--- src/rtl/i2s_mic_array_rx.sv ---
// rtl/i2s_mic_array_rx.sv - I2S master receiver for a MEMS microphone array
// Derives SCK/WS from clk, deserialises NUM_SD lines and buffers packed samples in a show-ahead FIFO.
module i2s_mic_array_rx #(
   parameter int NUM_SD     = 3,
   parameter int SAMPLE_W   = 24,
   parameter int SLOT_W     = 32,
   parameter int CLK_DIV    = 16,
   parameter int FIFO_DEPTH = 16,
   parameter int STEREO     = 0
) (
   input  logic                             clk,
   input  logic                             reset,
   input  logic                             enable,
   output logic                             i2s_sck,
   output logic                             i2s_ws,
   input  logic [NUM_SD-1:0]                i2s_sd,
   output logic [NUM_SD*SAMPLE_W-1:0]       out_data,
   output logic                             out_slot,
   output logic                             out_valid,
   input  logic                             out_ready,
   output logic [$clog2(FIFO_DEPTH+1)-1:0]  fifo_level,
   output logic                             overflow,
   input  logic                             clr_overflow
);
   localparam int DW = $clog2(CLK_DIV);
   localparam int BW = (SLOT_W > 1) ? $clog2(SLOT_W) : 1;
   localparam int AW = (FIFO_DEPTH > 1) ? $clog2(FIFO_DEPTH) : 1;
   localparam int LW = $clog2(FIFO_DEPTH+1);
   localparam int EW = NUM_SD*SAMPLE_W + 1;
   localparam logic [DW-1:0] DIV_LAST = DW'(CLK_DIV-1);
   localparam logic [DW-1:0] DIV_HALF = DW'(CLK_DIV/2);
   localparam logic [BW-1:0] BIT_LAST = BW'(SLOT_W-1);
   localparam logic [BW-1:0] BIT_PUSH = BW'(SAMPLE_W-1);
   localparam logic [LW-1:0] LVL_FULL = LW'(FIFO_DEPTH);
   localparam logic [AW-1:0] PTR_LAST = AW'(FIFO_DEPTH-1);

   logic [DW-1:0]               div_cnt, div_nxt;
   logic [BW-1:0]               bit_cnt, bit_nxt;
   logic                        slot, slot_nxt;
   logic                        div_wrap, sample_en, push_trig;
   logic [NUM_SD-1:0]           sd_meta, sd_sync;
   logic [SAMPLE_W-1:0]         shreg [NUM_SD];
   logic [NUM_SD*SAMPLE_W-1:0]  word_nxt;
   logic                        push_req;
   logic [EW-1:0]               push_entry;
   logic [EW-1:0]               mem [FIFO_DEPTH];
   logic [AW-1:0]               wr_ptr, rd_ptr;
   logic                        empty, full, do_push, do_pop;

   always_comb begin
      div_wrap = (div_cnt == DIV_LAST);
      div_nxt  = '0;
      bit_nxt  = '0;
      slot_nxt = 1'b0;
      if (enable) begin
         div_nxt  = div_wrap ? '0 : div_cnt + 1'b1;
         bit_nxt  = bit_cnt;
         slot_nxt = slot;
         if (div_wrap) begin
            bit_nxt = (bit_cnt == BIT_LAST) ? '0 : bit_cnt + 1'b1;
            if (bit_cnt == BIT_LAST)
               slot_nxt = ~slot;
         end
      end
      sample_en = enable && div_wrap && (bit_cnt <= BIT_PUSH);
      push_trig = sample_en && (bit_cnt == BIT_PUSH);
      for (int i = 0; i < NUM_SD; i++)
         word_nxt[i*SAMPLE_W +: SAMPLE_W] = (shreg[i] << 1) | SAMPLE_W'(sd_sync[i]);
   end

   // SCK/WS are registered from the next-state counters so they track div_cnt/bit_cnt without glitches
   always_ff @(posedge clk) begin
      if (reset) begin
         div_cnt <= '0;
         bit_cnt <= '0;
         slot    <= 1'b0;
         i2s_sck <= 1'b0;
         i2s_ws  <= 1'b0;
      end else begin
         div_cnt <= div_nxt;
         bit_cnt <= bit_nxt;
         slot    <= slot_nxt;
         i2s_sck <= (div_nxt >= DIV_HALF);
         i2s_ws  <= enable && (slot_nxt ^ (bit_nxt == BIT_LAST));
      end
   end

   always_ff @(posedge clk) begin
      if (reset) begin
         sd_meta    <= '0;
         sd_sync    <= '0;
         push_req   <= 1'b0;
         push_entry <= '0;
         for (int i = 0; i < NUM_SD; i++)
            shreg[i] <= '0;
      end else begin
         sd_meta  <= i2s_sd;
         sd_sync  <= sd_meta;
         push_req <= push_trig && (!slot || (STEREO != 0));
         if (push_trig)
            push_entry <= {word_nxt, slot};
         for (int i = 0; i < NUM_SD; i++) begin
            if (!enable)
               shreg[i] <= '0;
            else if (sample_en)
               shreg[i] <= word_nxt[i*SAMPLE_W +: SAMPLE_W];
         end
      end
   end

   // A pop only makes room when the FIFO actually holds something, so empty push+pop is just a push
   assign empty     = (fifo_level == '0);
   assign full      = (fifo_level == LVL_FULL);
   assign do_pop    = !empty && out_ready;
   assign do_push   = push_req && (!full || do_pop);
   assign out_valid = !empty;
   assign {out_data, out_slot} = empty ? '0 : mem[rd_ptr];

   always_ff @(posedge clk) begin
      if (do_push)
         mem[wr_ptr] <= push_entry;
   end

   always_ff @(posedge clk) begin
      if (reset) begin
         wr_ptr     <= '0;
         rd_ptr     <= '0;
         fifo_level <= '0;
         overflow   <= 1'b0;
      end else begin
         if (do_push)
            wr_ptr <= (wr_ptr == PTR_LAST) ? '0 : wr_ptr + 1'b1;
         if (do_pop)
            rd_ptr <= (rd_ptr == PTR_LAST) ? '0 : rd_ptr + 1'b1;
         case ({do_push, do_pop})
            2'b10:   fifo_level <= fifo_level + 1'b1;
            2'b01:   fifo_level <= fifo_level - 1'b1;
            default: fifo_level <= fifo_level;
         endcase
         if (push_req && full && !do_pop)
            overflow <= 1'b1;
         else if (clr_overflow)
            overflow <= 1'b0;
      end
   end
endmodule
--- config.mk ---
export PLATFORM = sky130hd
export DESIGN_NAME = i2s_mic_array_rx
export DESIGN_NICKNAME = d
export VERILOG_FILES = /design/src/rtl/i2s_mic_array_rx.sv
export SDC_FILE = /design/constraint.sdc
export NUM_CORES = 1
export LEC_CHECK = 0
export BUFFER_PORTS_ARGS = -buffer_cell sky130_fd_sc_hd__buf_2
export CAP_MARGIN = 15
export CORE_ASPECT_RATIO = 0.6
export CORE_MARGIN = 5
export CORE_UTILIZATION = 43
export CTS_CLUSTER_DIAMETER = 100
export DETAILED_ROUTE_END_ITERATION = 8
export GPL_TIMING_DRIVEN = 0
export HOLD_SLACK_MARGIN = 0.02
export SYNTH_ARGS = -nofsm -noshare
export SYNTH_HDL_FRONTEND = slang
export SYNTH_SLANG_ARGS = --single-unit
--- constraint.sdc ---
create_clock -name clk -period 15.54 [get_ports clk]
set_input_delay 0.777 -clock clk [delete_from_list [all_inputs] [get_ports clk]]
set_output_delay 0.777 -clock clk [all_outputs]
set_load 0.05 [all_outputs]
==> out/metrics.cfg <==
[outcome]
outcome=complete, no violations

[clock_tree]
cts.repair.resized=0
clk_transition_reported_paths_ns=0.06
clockBufferDepth=3
clkSinkCount=1346
htreeDepth=3
tritoncts=built
number_of_hold_buffers_added_after_cts=0
cts-buffers-inserted=116
insertion_delay_ns=0.72
cts_root_buffer=sky130_fd_sc_hd__clkbuf_16
cts_setup_buffers=0

[sta]
final-hold-violation-count=0
post_layout_min_period_ns=4.88
final_max_slew_viol_count=0
final_critical_path_setup_slack_ns=10.66
clock-skew-final_ns=0.0158
worst-slew-pin-transition_ns=1.25
fmax_mhz=205
setup_viol=0
grt_setup_unrepaired=no
final_min_period_over_clock_period_pct=31.4
timing.setup.tns_ns=0
worst_slew_margin_rel_pct=16.5

[yosys]
netlist_area_um2=51000
synth_top_family_by_area=multiplexers
yosys.area_share.xor_xnor_pct=0.120
netlist-cell-type-count=39
yosys.area_share.simple_pct=3.83
post_synthesis_compound_gate_area_fraction_pct=1.12
ys_dominant_reg_cell=sky130_fd_sc_hd__edfxtp_1
synthesis.area_per_instance_um2=21.5
synthArstFlopShare_pct=0
ys_warnings=0
synth_adder_area_share_pct=0.221
yosys-top-cells-area=sky130_fd_sc_hd__edfxtp_1, sky130_fd_sc_hd__mux4_2, sky130_fd_sc_hd__dfxtp_1
syn-instance-count=2367
library_cell_with_the_largest_summed_area_after_synthesis=sky130_fd_sc_hd__edfxtp_1
synth.mux.area_fraction_pct=16.2
syn_nets=2384
synth_top_area_share_pct=72.9
seq_area_frac_synth_pct=77.2
edff_count_synth=1237
yosys_register_bits=1346

[power]
report.power.total_w=0.00678
ir_drop_v=0.000102
sequentialPowerShare_pct=57.7
combPwrFrac_pct=0.2
net_switching_power_of_the_design_w=0.00130
power.density_nw_per_um2=115
netSwitchingFraction_pct=19.2
intPower_w=0.00547
cellLeakagePower_nw=15.2
clockPowerShare_pct=42.1

[grt]
grt_first_pass_wirelength_um=177000
antenna_violations_before_repair=1
largest_net_degree_at_the_start_of_global_routing=41
number_of_global_route_vias_before_repair=25100
grt_overflow=0
grtUsageTotal_pct=19.3

[finish]
layout.nets=2687
drive_above_1_share_pct=28.0
final_common_cell=sky130_fd_sc_hd__edfxtp_1
count_of_fill_cells_added_during_filler_insertion=9309
synthToLayoutAreaGrowth_pct=15.5
postLayoutCoreUtil_pct=50.2
mostFrequentLayoutCells=sky130_fd_sc_hd__edfxtp_1, sky130_fd_sc_hd__mux4_2, sky130_fd_sc_hd__nand2_1
instances_no_fill=4353
antenna_cells=0

[place]
port-buffer-count=88
dp_slack_ns=11.27
dpl.cell_count=4131
hpwlAfterDp_um=78200
place.gp.congestion=0.773

[job]
timing.max_cap.violations=0

[routing]
route.detailed.drc=0
vias=24500
initialDrtViolationCount=2377
post_drt_wl_per_cell_um=27.9
totalWireLength_um=121000
ant_nets=0
vias_per_cell=5.63
drt-pass1-iter-count=5

[hold_path]
min-delay-path-class=in2reg
holdCritStartpoint=i2s_sd[0]
hold_path_stages=2
hold-path-endpoint=sd_meta[0]

[setup_path]
worst-endpoint-arrival_ns=4.11
rr_worst_depth=10
critPathRequiredTime_ns=14.76
critPathKind=reg2out
timing.critical_path.from_type=register
setup.worst_path.end_class=output port
regToRegStartpoint=fifo_level[1]
reg2reg_slack_ns=11.99
reg_to_reg_critical_path_endpoint=mem[2][29]
critical_path.max_fanout=10

[floorplan]
ios=90
floorplan.initialDensity_pct=43.5
die_area_um2=126000
row_count=97
die_height_um=277
core_area_um2=117000
die_width_um=454

[power by group through the flow]
stage                     sequential, W  clock (W)  combinational [W]
after floorplan                 0.00398          0         0.00000799
after CTS                       0.00391    0.00291          0.0000150
final                           0.00391    0.00285          0.0000147
after detailed placement        0.00398          0          0.0000150
after global placement          0.00399          0          0.0000137
after global routing            0.00390    0.00306          0.0000160
[synth_stat cells (all sizes together) (2+ instances only)]
library cell,number
and3,2
mux2i,3
nand2,166
and2,145
nor3,10
a21oi,90
ha,9
inv,3
nand4,5
or4,3
nor2b,10
buf,42
nand2b,4
clkbuf,91
o21ai,5
nand3,10
xor2,6
nor3b,2
a31oi,4
nor2,32
a22oi,2
edfxtp,1237
and3b,2
dfxtp,109
mux4,365
[per-layer routing]
| metal | vias to the layer above | wire [µm] | global-route usage (%) |
|---|---|---|---|
| li1 | 10300 | - | - |
| met2 | 869 | 59000 | 31.3 |
| met3 | 154 | 7620 | 3.41 |
| met1 | 13200 | 52500 | 28.0 |
| met5 | - | 0 | 0 |
| met4 | 0 | 2130 | 3.84 |
[state kept, by name, indices dropped and copies added, names as in the netlist, named ones only]
| register | count |
|---|---|
| mem | 1168 |
| i2s_ws | 1 |
| rd_ptr | 4 |
| slot | 1 |
| wr_ptr | 4 |
| i2s_sck | 1 |
| shreg | 69 |
| overflow | 1 |
| sd_sync | 3 |
| fifo_level | 5 |
| push_entry | 73 |
| bit_cnt | 5 |
| div_cnt | 3 |
| push_req | 1 |
| sd_meta | 3 |
[cell type report]
class / instances / area [µm²] / share of cell area, %
tap: 1584 / 1980 / 3.37
inverter: 3 / 11.3 / 0.0191
clock inverter: 62 / 509 / 0.865
multi-input combinational: 885 / 11100 / 18.8
buffer: 133 / 666 / 1.13
timing repair buffer: 185 / 2070 / 3.51
clock buffer: 155 / 3210 / 5.46
sequential: 1346 / 39300 / 66.8
[worst max-delay path, stage by stage, from the launching register on]
cell	delay, ns
sky130_fd_sc_hd__dfxtp_1	0.37
sky130_fd_sc_hd__clkbuf_1	0.84
sky130_fd_sc_hd__clkbuf_1	0.81
sky130_fd_sc_hd__mux4_2	0.41
sky130_fd_sc_hd__mux4_2	0.52
sky130_fd_sc_hd__and2_1	0.21
sky130_fd_sc_hd__buf_2	0.22
[worst max-delay path by stage]
stage / slack [ns] / from / end
after detailed placement: 11.27 / register / out_data[65]
after global routing: 10.56 / register / out_slot
final: 10.66 / register / out_data[4]
after floorplan: 8.49 / fifo_level[1] / mem[3][0]
after global placement: 1.23 / out_ready / mem[3][44]
after CTS: 10.47 / register / out_data[65]
[per-stage QoR]
step / area, µm² / hold WS (ns)
floorplan: 51000 / 0.414
global placement: 53400 / 0.444
detailed placement: 55100 / 0.434
CTS: 58800 / 0.266
global route: 58800 / 0.309
finish: 58800 / 0.321
[cell families after synthesis]
group,after synthesis
buf+inv,136
mux,369
simple gates,393
compound gates,107
fa+ha+maj,9
flops,1346
xor+xnor,7
(Power assumes the default switching activity.)
